$ cat config.mk
export PLATFORM = sky130hd
export DESIGN_NAME = ppu_spr_eval
export DESIGN_NICKNAME = d
export VERILOG_FILES = /design/src/rtl/ppu_spr_eval.sv
export SDC_FILE = /design/constraint.sdc
export NUM_CORES = 1
export LEC_CHECK = 0
export BUFFER_PORTS_ARGS = -buffer_cell sky130_fd_sc_hd__buf_2
export CAP_MARGIN = 20
export CORE_UTILIZATION = 45
export DETAILED_ROUTE_END_ITERATION = 8
export PLACE_DENSITY = 0.64
export REMOVE_ABC_BUFFERS = 1
export SYNTH_ARGS = -nofsm -noshare
export SYNTH_HDL_FRONTEND = slang
export SYNTH_SLANG_ARGS = --single-unit
$ cat constraint.sdc
create_clock -name clk_in -period 4.3 [get_ports clk_in]
set_input_delay 0.43 -clock clk_in [delete_from_list [all_inputs] [get_ports clk_in]]
set_output_delay 0.43 -clock clk_in [all_outputs]
set_load 0.03 [all_outputs]
$ cat src/rtl/ppu_spr_eval.sv
// Per-scanline sprite evaluation: scans 64 OAM sprites and copies up to 8 in-range ones into a 32-byte secondary OAM.
// Optional: define SPR_OVF_BUG_EN to reproduce the hardware's diagonal overflow-search bug.
module ppu_spr_eval #(
  parameter logic [7:0] CLR_VAL = 8'hFF
) (
  input  logic       clk_in,
  input  logic       rst_in,
  input  logic       start_in,
  input  logic [7:0] line_in,
  input  logic       spr_h16_in,
  output logic [7:0] oam_a_out,
  input  logic [7:0] oam_d_in,
  input  logic [4:0] sec_a_in,
  output logic [7:0] sec_d_out,
  output logic       busy_out,
  output logic       done_out,
  output logic [3:0] spr_cnt_out,
  output logic       spr_ovf_out,
  output logic       spr0_out
);

  // state  | meaning
  // IDLE   | waiting for start_in
  // CLEAR  | filling secondary OAM with CLR_VAL, one byte per cycle
  // SCAN   | range-testing the Y byte of sprite n
  // COPY   | copying bytes 1..3 of sprite n into secondary slot cnt
  // OVF    | secondary full; searching for a further in-range sprite
  // DONE   | one-cycle completion pulse
  typedef enum logic [2:0] {
    S_IDLE, S_CLEAR, S_SCAN, S_COPY, S_OVF, S_DONE
  } state_t;

  state_t      state_q, state_d;
  logic [7:0]  line_q, line_d;
  logic        h16_q, h16_d;
  logic [5:0]  n_q, n_d;
  logic [1:0]  m_q, m_d;
  logic [3:0]  cnt_q, cnt_d;
  logic        ovf_q, ovf_d;
  logic        spr0_q, spr0_d;
  logic [4:0]  clr_q, clr_d;
  logic [7:0]  sec_q [32];

  logic        sec_we;
  logic [4:0]  sec_wa;
  logic [7:0]  sec_wd;
  logic [8:0]  diff;
  logic [7:0]  height;
  logic        in_range;

  // A borrow in bit 8 means Y lies below the scanline, which never matches.
  assign diff     = {1'b0, line_q} - {1'b0, oam_d_in};
  assign height   = h16_q ? 8'd16 : 8'd8;
  assign in_range = !diff[8] && (diff[7:0] < height);

  always_comb begin
    state_d = state_q;
    line_d  = line_q;
    h16_d   = h16_q;
    n_d     = n_q;
    m_d     = m_q;
    cnt_d   = cnt_q;
    ovf_d   = ovf_q;
    spr0_d  = spr0_q;
    clr_d   = clr_q;
    sec_we  = 1'b0;
    sec_wa  = 5'd0;
    sec_wd  = 8'd0;

    if (start_in) begin
      state_d = S_CLEAR;
      line_d  = line_in;
      h16_d   = spr_h16_in;
      n_d     = 6'd0;
      m_d     = 2'd0;
      cnt_d   = 4'd0;
      ovf_d   = 1'b0;
      spr0_d  = 1'b0;
      clr_d   = 5'd0;
    end else begin
      case (state_q)
        S_IDLE: ;
        S_CLEAR: begin
          sec_we = 1'b1;
          sec_wa = clr_q;
          sec_wd = CLR_VAL;
          clr_d  = clr_q + 5'd1;
          if (clr_q == 5'd31) begin
            state_d = S_SCAN;
            n_d     = 6'd0;
          end
        end
        S_SCAN: begin
          if (in_range) begin
            sec_we  = 1'b1;
            sec_wa  = {cnt_q[2:0], 2'b00};
            sec_wd  = oam_d_in;
            m_d     = 2'd1;
            state_d = S_COPY;
            if (n_q == 6'd0) spr0_d = 1'b1;
          end else if (n_q == 6'd63) begin
            state_d = S_DONE;
          end else begin
            n_d = n_q + 6'd1;
          end
        end
        S_COPY: begin
          sec_we = 1'b1;
          sec_wa = {cnt_q[2:0], m_q};
          sec_wd = oam_d_in;
          m_d    = m_q + 2'd1;
          if (m_q == 2'd3) begin
            cnt_d = cnt_q + 4'd1;
            if (n_q == 6'd63) begin
              state_d = S_DONE;
            end else begin
              n_d     = n_q + 6'd1;
              state_d = (cnt_q == 4'd7) ? S_OVF : S_SCAN;
            end
          end
        end
        S_OVF: begin
          if (in_range) begin
            ovf_d   = 1'b1;
            state_d = S_DONE;
          end else if (n_q == 6'd63) begin
            state_d = S_DONE;
          end else begin
            n_d = n_q + 6'd1;
`ifdef SPR_OVF_BUG_EN
            m_d = m_q + 2'd1;
`else
            m_d = 2'd0;
`endif
          end
        end
        S_DONE:  state_d = S_IDLE;
        default: state_d = S_IDLE;
      endcase
    end
  end

  always_ff @(posedge clk_in) begin
    if (rst_in) begin
      state_q <= S_IDLE;
      line_q  <= 8'd0;
      h16_q   <= 1'b0;
      n_q     <= 6'd0;
      m_q     <= 2'd0;
      cnt_q   <= 4'd0;
      ovf_q   <= 1'b0;
      spr0_q  <= 1'b0;
      clr_q   <= 5'd0;
    end else begin
      state_q <= state_d;
      line_q  <= line_d;
      h16_q   <= h16_d;
      n_q     <= n_d;
      m_q     <= m_d;
      cnt_q   <= cnt_d;
      ovf_q   <= ovf_d;
      spr0_q  <= spr0_d;
      clr_q   <= clr_d;
    end
  end

  // Secondary OAM is deliberately not reset; CLEAR initialises it every run.
  always_ff @(posedge clk_in) begin
    if (sec_we) sec_q[sec_wa] <= sec_wd;
  end

  assign sec_d_out   = sec_q[sec_a_in];
  assign oam_a_out   = {n_q, (state_q == S_SCAN) ? 2'b00 : m_q};
  assign busy_out    = (state_q != S_IDLE);
  assign done_out    = (state_q == S_DONE);
  assign spr_cnt_out = cnt_q;
  assign spr_ovf_out = ovf_q;
  assign spr0_out    = spr0_q;

endmodule

==> flow_metrics.env <==
export IMPL_grt_max_degree=65
export IMPL_p_total_mw=5.853
export IMPL_post_cts_resized=0
export IMPL_synth_seq_area_share_pct=68.67
export IMPL_dr_max_layer_used="met4"
export IMPL_syn_avg_cell_area_um2=17.64
export IMPL_syn_area_um2=12100
export IMPL_crit_slowest_cell="o21ai_0"
export IMPL_io_pins=49
export IMPL_rsz0062_at_grt="no"
export IMPL_yosys_area_top_type_share_pct=63.54
export IMPL_die_w_um=166.0
export IMPL_detail_route_antenna_nets=0
export IMPL_grt_usage_pct=19.58
export IMPL_fmax_ghz=0.2718
export IMPL_path_clk_slew_ns=0.06
export IMPL_status="complete, but fails checks"
export IMPL_fin_worst_skew_ns=0.01338
export IMPL_via_per_inst=5.768
export IMPL_nets=821
export IMPL_drt_met1_wl_um=11680
export IMPL_slew_headroom_pct=32.91
export IMPL_htreeDepth=1
export IMPL_start_util_pct=46.16
export IMPL_yosysTopAreaCell="edfxtp_1"
export IMPL_grt_pass1_wl_um=41150
export IMPL_die_area_um2=27540
export IMPL_syn_to_final_growth_pct=15.39
export IMPL_diodes=0
export IMPL_n_fill_cell=2070
export IMPL_cts_setup_buffers=0
export IMPL_timing_final_crit_share_pct=85.56
export IMPL_place_congestion=0.8986
export IMPL_num_vias=6575
export IMPL_synth_cell_type_count=56
export IMPL_vdd_ir_drop_worst_v=0.0002647
export IMPL_dr_wl_met2_um=12380
export IMPL_worst_hold_slack_ns=0.1286
export IMPL_required_ns=4.55
export IMPL_maxCapViolCount=0
export IMPL_syn_inst=686
export IMPL_wirelength_um=26180
export IMPL_yosysMostFrequentCell="edfxtp_1"
export IMPL_grt_antenna_before_repair=0
export IMPL_drtIter0Drc=564
export IMPL_utilization_pct=53.27
export IMPL_cts_tree="yes"
export IMPL_numPortBuffers=48
export IMPL_first_global_vias=6802
export IMPL_coreArea_um2=26210
export IMPL_clock_tree_root_cell="clkbuf_16"
export IMPL_finalMaxSlewViolations=0
export IMPL_setup_viol=0
export IMPL_yosys_warnings=0
export IMPL_worstSetupPathType="reg -> reg"
export IMPL_start_kind="register"
export IMPL_worstHoldPathType="in -> reg"
export IMPL_ys_ff_latch=287
export IMPL_path_buf_inv=1
export IMPL_overflow=0
export IMPL_die_y_um=166.0
export IMPL_first_pass_iters=7
export IMPL_violations="design-rule violations"
export IMPL_path_cells="ha_1 > a2111oi_4 > nor2_1 > xnor2_1 > ha_1 > a21oi_1 > o211a_1 > o211a_1 > nand4_1 > o21ai_0 > nand3_1 > nor2_1 > buf_4"
export IMPL_drive_gt1_share_pct=31.18
export IMPL_max_stage_delay_ns=0.43
export IMPL_synth_edf_count=256
export IMPL_fp_row_count=59
export IMPL_synth_common_cells="edfxtp_1 (256), mux4_2 (80), nor2_1 (77)"
export IMPL_cpLargestDelayFamily="compound AO/OA/AOI/OAI gates"
export IMPL_p_leak_nw=4.803
export IMPL_synth_area_leaders="edfxtp_1 (64%), mux4_2 (15%), dfxtp_1 (5.1%)"
export IMPL_worstSkewPairLatency_ns=0.55
export IMPL_powerDensity_nw_per_um2=419.3
export IMPL_cts_hold_buf=0
export IMPL_clock_path_buffers=3
export IMPL_crit_arrival_ns=3.93
export IMPL_wl_met3_um=1601
export IMPL_min_period_ns=3.679
export IMPL_wire_per_inst_um=22.96
export IMPL_cts_sinks=287
export IMPL_hpwlAfterDp_um=17380
export IMPL_cp_end_kind="register"
export IMPL_tns_ns=0
export IMPL_synthArstFlopShare_pct=0
export IMPL_synth_flop_cell="edfxtp_1"
export IMPL_path_max_fanout=8
export IMPL_drc=3
export IMPL_numCtsBuffers=29
export IMPL_hold_viol_final=0
export IMPL_tightest_slew_ns=0.9996
## cell usage in the layout (no fill, tap or decap), types with 9 or more instances in the layout
master     netlist  layout
edfxtp_1       256     256
mux4_2          80      80
nor2_1          77      69
buf_2            9      47
buf_4            0      47
dfxtp_1         31      31
clkbuf_16        0      29
nand2_1         22      22
a21oi_1         20      20
inv_1           17      17
mux2i_1         17      17
nand3_1         15      15
ha_1            14      14
clkinv_1         1       9
mux2_2           9       9
## layout make-up
class	instances	area (um2)	share of cell area, %
clock inverter	21	181.4	1.300
inverter	18	67.56	0.4840
sequential	287	8308	59.51
timing repair buffer	96	628.1	4.499
multi-input combinational	350	3615	25.89
tap	335	419.2	3.003
clock buffer	33	740.7	5.306
## through the flow
stage	area [um2]	setup WS [ns]	std cells
after floorplan	11970	0.4471	655
after global routing	13960	0.3249	1140
after global placement	13040	0.5416	1086
final	13960	0.6208	1140
after detailed placement	13040	0.4201	1086
after CTS	13960	0.6698	1140
## sequential cells by signal, indices dropped and copies added (netlist names)
signal,flops
sec_q,256
h16_q,1
n_q,6
spr0_out,1
spr_cnt_out,4
clr_q,5
state_q,3
line_q,8
m_q,2
spr_ovf_out,1
## path summary, 6_finish.rpt
| path | depth (start not counted) | slack (ns) | end | start |
|---|---|---|---|---|
| setup reg to reg | 13 | 0.62 | sec_q[8][7] | line_q[1] |
| hold / removal | 3 | 0.13 | h16_q | spr_h16_in |
| hold reg to reg | 2 | 0.48 | spr0_out | spr0_out |
| setup / recovery | 13 | 0.62 | sec_q[8][7] | line_q[1] |
## worst reg2reg max path, stage by stage (launching register included)
cell       delay [ns]
dfxtp_1          0.32
ha_1             0.34
a2111oi_4        0.38
nor2_1           0.15
xnor2_1          0.15
ha_1             0.18
a21oi_1          0.12
o211a_1          0.19
o211a_1          0.24
nand4_1          0.15
o21ai_0          0.43
nand3_1          0.34
nor2_1           0.21
buf_4            0.20
## power breakdown
group,total (mW),leakage [nW],internal [mW],switching (mW)
clock,2.44,0.442,1.41,1.03
combinational,0.375,1.71,0.158,0.218
sequential,3.04,2.65,3.03,0.0101
total,5.85,4.80,4.60,1.26
## logic make-up after synthesis
kind of cell | after synthesis | share of synthesized area (%)
AOI/OAI and AO/OA | 63 | 4.137
xor gates and xnor gates | 8 | 0.5791
adders and majority gates | 14 | 1.448
buffers and inverters | 49 | 1.613
DFF | 287 | 68.67
muxes | 107 | 17.26
and+or+nand+nor | 158 | 6.288
## layer usage
| layer | vias to the layer above | track usage, % |
|---|---|---|
| li1 | 2932 | - |
| met1 | 3363 | 28.73 |
| met2 | 245 | 31.00 |
| met3 | 35 | 2.765 |
| met4 | 0 | 4.957 |
| met5 | - | 0 |
No activity file was read; power rests on OpenSTA's default activity.
